## src/rtl/ets_capture_if.sv

```systemverilog
// Readout stream bundle for ets_capture: one 12-bit sample per beat,
// tagged with its point index and a last-beat flag.
interface ets_capture_if;
    logic [11:0] m_data;
    logic [7:0]  m_index;
    logic        m_valid;
    logic        m_ready;
    logic        m_last;

    modport master (output m_data, output m_index, output m_valid, output m_last, input m_ready);
    modport slave  (input m_data, input m_index, input m_valid, input m_last, output m_ready);
endinterface

```

## src/rtl/ets_capture.sv

```systemverilog
// Equivalent-time capture: stores 256 strobed ADC words, then streams them out in index order.
// Optional saturating drop counter is enabled by defining ETS_CAPTURE_DROP_CNT_EN.
module ets_capture (
    input  logic          clk,
    input  logic          rst_n,
    input  logic          sp_en,
    input  logic [11:0]   adc_data,
    ets_capture_if.master m_bus,
    output logic          cap_busy,
    output logic          drop
`ifdef ETS_CAPTURE_DROP_CNT_EN
    ,
    output logic [15:0]   drop_cnt
`endif
);

    typedef enum logic [0:0] {
        ST_CAPTURE = 1'b0,
        ST_READOUT = 1'b1
    } state_e;

    state_e      state_q, state_d;
    logic [7:0]  wr_ptr_q, wr_ptr_d;
    logic [7:0]  rd_ptr_q, rd_ptr_d;
    logic [7:0]  m_index_q, m_index_d;
    logic        m_valid_q, m_valid_d;
    logic        m_last_q, m_last_d;
    logic        cap_busy_q, cap_busy_d;
    logic        drop_q, drop_d;
    logic [11:0] m_data_q;
    logic [11:0] ram_q [0:255];
    logic        wr_en_s;
    logic        rd_en_s;
    logic        xfer_s;

    // Next-state, pointer and output-slot control for both phases.
    always_comb begin
        state_d   = state_q;
        wr_ptr_d  = wr_ptr_q;
        rd_ptr_d  = rd_ptr_q;
        m_index_d = m_index_q;
        m_valid_d = m_valid_q;
        m_last_d  = m_last_q;
        wr_en_s   = 1'b0;
        rd_en_s   = 1'b0;
        drop_d    = 1'b0;
        xfer_s    = m_valid_q & m_bus.m_ready;
        case (state_q)
            ST_CAPTURE: begin
                rd_ptr_d  = 8'd0;
                m_valid_d = 1'b0;
                m_last_d  = 1'b0;
                if (sp_en) begin
                    wr_en_s  = 1'b1;
                    wr_ptr_d = wr_ptr_q + 8'd1;
                    if (wr_ptr_q == 8'd255) begin
                        state_d = ST_READOUT;
                    end else begin
                        state_d = ST_CAPTURE;
                    end
                end else begin
                    wr_en_s = 1'b0;
                end
            end
            ST_READOUT: begin
                drop_d = sp_en;
                // The output register doubles as the RAM read register: refill it
                // whenever it is empty or being drained, so there are no bubbles.
                if (xfer_s && m_last_q) begin
                    state_d   = ST_CAPTURE;
                    m_valid_d = 1'b0;
                    m_last_d  = 1'b0;
                end else if (!m_valid_q || m_bus.m_ready) begin
                    rd_en_s   = 1'b1;
                    m_index_d = rd_ptr_q;
                    m_last_d  = (rd_ptr_q == 8'd255);
                    m_valid_d = 1'b1;
                    rd_ptr_d  = rd_ptr_q + 8'd1;
                end else begin
                    rd_en_s = 1'b0;
                end
            end
            default: begin
                state_d   = ST_CAPTURE;
                m_valid_d = 1'b0;
                m_last_d  = 1'b0;
            end
        endcase
        cap_busy_d = (state_d == ST_CAPTURE) && (wr_ptr_d != 8'd0);
    end

    // Control and output-slot registers.
    always_ff @(posedge clk) begin
        if (!rst_n) begin
            state_q    <= ST_CAPTURE;
            wr_ptr_q   <= 8'd0;
            rd_ptr_q   <= 8'd0;
            m_index_q  <= 8'd0;
            m_valid_q  <= 1'b0;
            m_last_q   <= 1'b0;
            cap_busy_q <= 1'b0;
            drop_q     <= 1'b0;
        end else begin
            state_q    <= state_d;
            wr_ptr_q   <= wr_ptr_d;
            rd_ptr_q   <= rd_ptr_d;
            m_index_q  <= m_index_d;
            m_valid_q  <= m_valid_d;
            m_last_q   <= m_last_d;
            cap_busy_q <= cap_busy_d;
            drop_q     <= drop_d;
        end
    end

    // Sample buffer write port; contents deliberately survive reset.
    always_ff @(posedge clk) begin
        if (wr_en_s) begin
            ram_q[wr_ptr_q] <= adc_data;
        end
    end

    // Registered read port with enable and synchronous reset on the output register.
    always_ff @(posedge clk) begin
        if (!rst_n) begin
            m_data_q <= 12'd0;
        end else if (rd_en_s) begin
            m_data_q <= ram_q[rd_ptr_q];
        end
    end

`ifdef ETS_CAPTURE_DROP_CNT_EN
    logic [15:0] drop_cnt_q, drop_cnt_d;

    // Saturating count of discarded strobes.
    always_comb begin
        if (drop_d && (drop_cnt_q != 16'hFFFF)) begin
            drop_cnt_d = drop_cnt_q + 16'd1;
        end else begin
            drop_cnt_d = drop_cnt_q;
        end
    end

    // Drop counter register.
    always_ff @(posedge clk) begin
        if (!rst_n) begin
            drop_cnt_q <= 16'd0;
        end else begin
            drop_cnt_q <= drop_cnt_d;
        end
    end

    assign drop_cnt = drop_cnt_q;
`endif

    assign m_bus.m_data  = m_data_q;
    assign m_bus.m_index = m_index_q;
    assign m_bus.m_valid = m_valid_q;
    assign m_bus.m_last  = m_last_q;
    assign cap_busy      = cap_busy_q;
    assign drop          = drop_q;

endmodule

```

## src/flat_wrapper.sv

```systemverilog
// flat-port wrapper written by rule: the top's interface ports become plain ports
module ets_capture_flat 
  (clk, rst_n, sp_en, adc_data, cap_busy, drop, m_bus_m_data, m_bus_m_index, m_bus_m_valid, m_bus_m_last, m_bus_m_ready);
  ets_capture_if m_bus_i ();
  input  logic clk;
  input  logic rst_n;
  input  logic sp_en;
  input  logic [11:0] adc_data;
  output logic cap_busy;
  output logic drop;
  output wire logic [$bits(m_bus_i.m_data)-1:0] m_bus_m_data;
  output wire logic [$bits(m_bus_i.m_index)-1:0] m_bus_m_index;
  output wire logic [$bits(m_bus_i.m_valid)-1:0] m_bus_m_valid;
  output wire logic [$bits(m_bus_i.m_last)-1:0] m_bus_m_last;
  input wire logic [$bits(m_bus_i.m_ready)-1:0] m_bus_m_ready;
  assign m_bus_m_data = m_bus_i.m_data;
  assign m_bus_m_index = m_bus_i.m_index;
  assign m_bus_m_valid = m_bus_i.m_valid;
  assign m_bus_m_last = m_bus_i.m_last;
  assign m_bus_i.m_ready = m_bus_m_ready;
  ets_capture u_core (.clk(clk), .rst_n(rst_n), .sp_en(sp_en), .adc_data(adc_data), .m_bus(m_bus_i), .cap_busy(cap_busy), .drop(drop));
endmodule
```

## config.mk

```make
export PLATFORM = sky130hd
export DESIGN_NAME = ets_capture_flat
export DESIGN_NICKNAME = d
export VERILOG_FILES = /design/src/rtl/ets_capture_if.sv /design/src/rtl/ets_capture.sv /design/src/flat_wrapper.sv
export SDC_FILE = /design/constraint.sdc
export NUM_CORES = 2
export LEC_CHECK = 0
export BUFFER_PORTS_ARGS = -buffer_cell sky130_fd_sc_hd__buf_4
export CAP_MARGIN = 25
export CORE_UTILIZATION = 55
export CTS_CLUSTER_DIAMETER = 50
export CTS_CLUSTER_SIZE = 40
export DETAILED_ROUTE_END_ITERATION = 16
export GPL_ROUTABILITY_DRIVEN = 0
export PLACE_DENSITY = 0.75
export SLEW_MARGIN = 25
export SYNTH_ARGS = -nofsm -noshare
export SYNTH_HDL_FRONTEND = slang
export SYNTH_SLANG_ARGS = --single-unit
```

## constraint.sdc

```tcl
create_clock -name clk -period 7.8 [get_ports clk]
set_input_delay 1.17 -clock clk [delete_from_list [all_inputs] [get_ports clk]]
set_output_delay 1.17 -clock clk [all_outputs]
set_load 0.05 [all_outputs]
```

==> out/metrics.csv <==
stage;metric;value;unit
floorplan;Die Area;221000;µm²
pwr;clock share of power;40.4;%
placement;hpwl dp;171;mm
clock_tree;CTS max path bufs;3;
global_route;overflow left after global routing;0;
clock_tree;htree depth;4;
critical_path;critical path data required time;8550;ps
pwr;Int Pwr;24.6;mW
cells_and_area;fillers;14292;
floorplan;Die Y;470;µm
synth;largest family of logic cells by synthesized area;multiplexers;
hold_path;worst hold path type;register to register;
flow_run;max cap viols;0;
timing;Slew @ Worst Pin;1340;ps
cells_and_area;FF+latch area;93100;µm²
detailed_routing;Routed WL;292;mm
global_route;GRT Resource Usage Total;26.4;%
synth;post-synthesis cell type count;53;
critical_path;Critical Path Start Type;register;
timing;fin. max-slew vios;0;
timing;Max-slew headroom;10.8;%
synth;post-synthesis sequential area ratio;77.2;%
pwr;NetSw;6.90;mW
cells_and_area;share of cells above drive strength 1;26.8;%
hold_path;WHS Path Cells;2;
clock_tree;Post-CTS Resized;0;
synth;Simple-Gate Fraction of Synth Area;2.43;%
clock_tree;CTS Buf Count;223;
global_route;initial antenna violation count;10;
detailed_routing;vias per inst;6.67;
clock_tree;CTS Sinks;3113;
synth;Post-Synth XOR/XNOR Area;0.0945;%
timing;Final setup violation count;0;
floorplan;row count;171;
timing;fin crit period;4670;ps
detailed_routing;Starting DRT DRC Count;8544;
timing;RSZ-0062 raised after global routing;false;
cells_and_area;Layout area overhead;10.8;%
cells_and_area;fin cells;8833;
synth;Post-Synth Adder-Cell Area;0.0519;%
synth;Post-synth top flop;edfxtp_1;
synth;Post-synth top cells;edfxtp_1 (3072), mux4_2 (723), mux2i_1 (314), nor2_1 (300), clkbuf_1 (165);
floorplan;Placeable Area;217000;µm²
detailed_routing;DRC violations left;0;
clock_tree;Post-CTS Setup Repair Bufs;0;
synth;leading area contributor after synthesis;edfxtp_1;
clock_tree;CTS tree;done;
pwr;sequential share of power;58.3;%
critical_path;critical path endpoint category;register;
clock_tree;clk root buf;clkbuf_16;
placement;PortBufs;39;
floorplan;Initial Util;55.5;%
cells_and_area;final core utilization;61.5;%
timing;worst setup slack after layout;3130;ps
global_route;largest net degree at the start of global routing;185;
pwr;Max VDD drop;0.000242;V
detailed_routing;WL per Instance;33.1;µm
synth;multiplexer share of the synthesized area;16.3;%
synth;number of synthesized flops with an enable pin;3072;
global_route;first-pass GRT wire length;419;mm
timing;Fmax;214;MHz
timing;setup_tns;0;ps
synth;synth warn;0;
synth;synth top area cells;edfxtp_1 (77%), mux4_2 (14%), mux2i_1 (2.6%);
synth;top-area cell type share of the netlist area;76.5;%
clock_tree;clk slew on worst S/H paths;80;ps
synth;Syn Area/Cell;21.6;µm²
synth;Yosys reg bits;3113;
critical_path;Setup Crit Path Kind;register to register;
synth;Post-Syn Nets;5605;
detailed_routing;routed vias;58936;
outcome;run status;finished clean;
critical_path;worst-path fanout max;38;
timing;final worst-path cycle share;59.9;%
floorplan;I/O Pins;40;
detailed_routing;DRT antenna net count;0;
placement;dpl ws;3240;ps
clock_tree;later-pin clock latency in the skew report;940;ps
floorplan;Die X;470;µm
pwr;sw frac;21.9;%
clock_tree;number of hold buffers added after cts;0;
cells_and_area;layout net count;5798;
synth;Post-Syn Area;121000;µm²
cells_and_area;area of the multi-input gates;26000;µm²
detailed_routing;1st-pass router iterations;8;
critical_path;Worst Reg-to-Reg Cells;9;
timing;Worst Skew;85.6;ps
timing;final hold violations;0;
synth;Synth Instances;5584;
synth;most frequent cell after synthesis;edfxtp_1;
synth;FFs w/ async S/R, synth;0;%
global_route;number of global-route vias before repair;58339;
synth;complex-gate fraction of the synthesized area;2.38;%
pwr;Leak;39.4;nW
pwr;logic gate share of total power;1.2;%
pwr;pwr dens;236;nW/µm²
placement;placed insts;8401;
critical_path;Critical Path AT;5420;ps
worst max-delay path, cell delays in order (launching register included):
cell	delay, ps
dfxtp_4	760
buf_4	700
buf_4	640
mux4_2	560
nand2b_1	160
a31oi_1	380
o311ai_0	290
buf_4	220
o21ai_0	600
o211ai_2	130
registers in the layout, summed over array words and instances (netlist names):
name,cells
u_core.m_bus.m_data,12
u_core.state_q,1
u_core.m_bus.m_last,1
u_core.m_bus.m_index,8
u_core.m_bus.m_valid,1
u_core.cap_busy,1
u_core.drop,1
u_core.rd_ptr_q,8
u_core.ram_q,3072
u_core.wr_ptr_q,8
kinds of logic (layout without fill, tap and decap cells):
group / after synthesis / count (layout)
AOI/OAI and AO/OA: 388 / 388
xor gates and xnor gates: 13 / 13
adders and majority gates: 5 / 5
buffers and inverters: 347 / 736
DFF: 3113 / 3113
muxes: 1059 / 1059
other: 0 / 6
and+or+nand+nor: 659 / 659
final cells by class:
class,instances,area share [%]
sequential,3113,69.7
multi-input combinational,2124,19.5
clock buffer,249,4.29
tap,2854,2.67
timing repair buffer,308,2.01
clock inverter,172,1.84
inverter,7,0.0197
antenna,6,0.0112
cells in the final DEF, fill, tap and decap left out, types with 11 or more instances in the layout:
cell type | Yosys | layout
a2111oi_2 | 13 | 14
a211oi_1 | 24 | 24
a21o_1 | 12 | 12
a21oi_1 | 57 | 57
a221oi_1 | 68 | 68
a22oi_1 | 34 | 34
a31oi_1 | 24 | 24
buf_12 | 0 | 15
buf_4 | 28 | 269
buf_8 | 7 | 12
bufinv_16 | 0 | 12
clkbuf_1 | 165 | 22
clkbuf_16 | 0 | 224
clkinv_4 | 0 | 11
clkinv_8 | 0 | 30
dfxtp_1 | 41 | 35
edfxtp_1 | 3072 | 3072
inv_12 | 0 | 23
inv_16 | 0 | 15
inv_6 | 0 | 25
inv_8 | 0 | 25
mux2_2 | 22 | 22
mux2i_1 | 314 | 314
mux4_2 | 723 | 723
nand2_1 | 126 | 125
nand2b_1 | 44 | 44
nand3_1 | 62 | 53
nand4_1 | 18 | 18
nor2_1 | 300 | 194
nor2_2 | 0 | 103
nor2b_1 | 37 | 34
nor3_1 | 41 | 39
o21ai_0 | 20 | 20
o22ai_1 | 47 | 47
through the flow:
stage / hold WS, ps / area (µm²) / total power [mW]
floorplan: 498 / 121000 / 18.8
global placement: 456 / 125000 / 19.1
detailed placement: 467 / 125000 / 19.1
CTS: 476 / 133000 / 31.6
global route: 500 / 134000 / 32.2
finish: 478 / 134000 / 31.5
worst paths after layout:
check | startpoint | end | slack, ps
hold reg to reg | u_core.m_bus.m_index[6] | u_core.m_bus.m_index[6] | 480
setup / recovery | u_core.rd_ptr_q[0] | u_core.m_bus.m_data[3] | 3130
hold / removal | u_core.m_bus.m_index[6] | u_core.m_bus.m_index[6] | 480
setup reg to reg | u_core.rd_ptr_q[0] | u_core.m_bus.m_data[3] | 3130
power by group through the flow:
stage | Combinational [mW] | Sequential, mW | Clock, mW
final | 0.392 | 18.4 | 12.7
after global routing | 0.410 | 18.4 | 13.4
after CTS | 0.382 | 18.4 | 12.8
after detailed placement | 0.383 | 18.7 | 0
after global placement | 0.358 | 18.7 | 0
after floorplan | 0.0405 | 18.7 | 0
routing by layer:
metal,track usage (%),wire length [µm]
met5,0,64
met4,11.0,13400
met3,6.07,31200
met2,40.5,138000
met1,37.0,110000
Power figures use the tool's default switching activity.
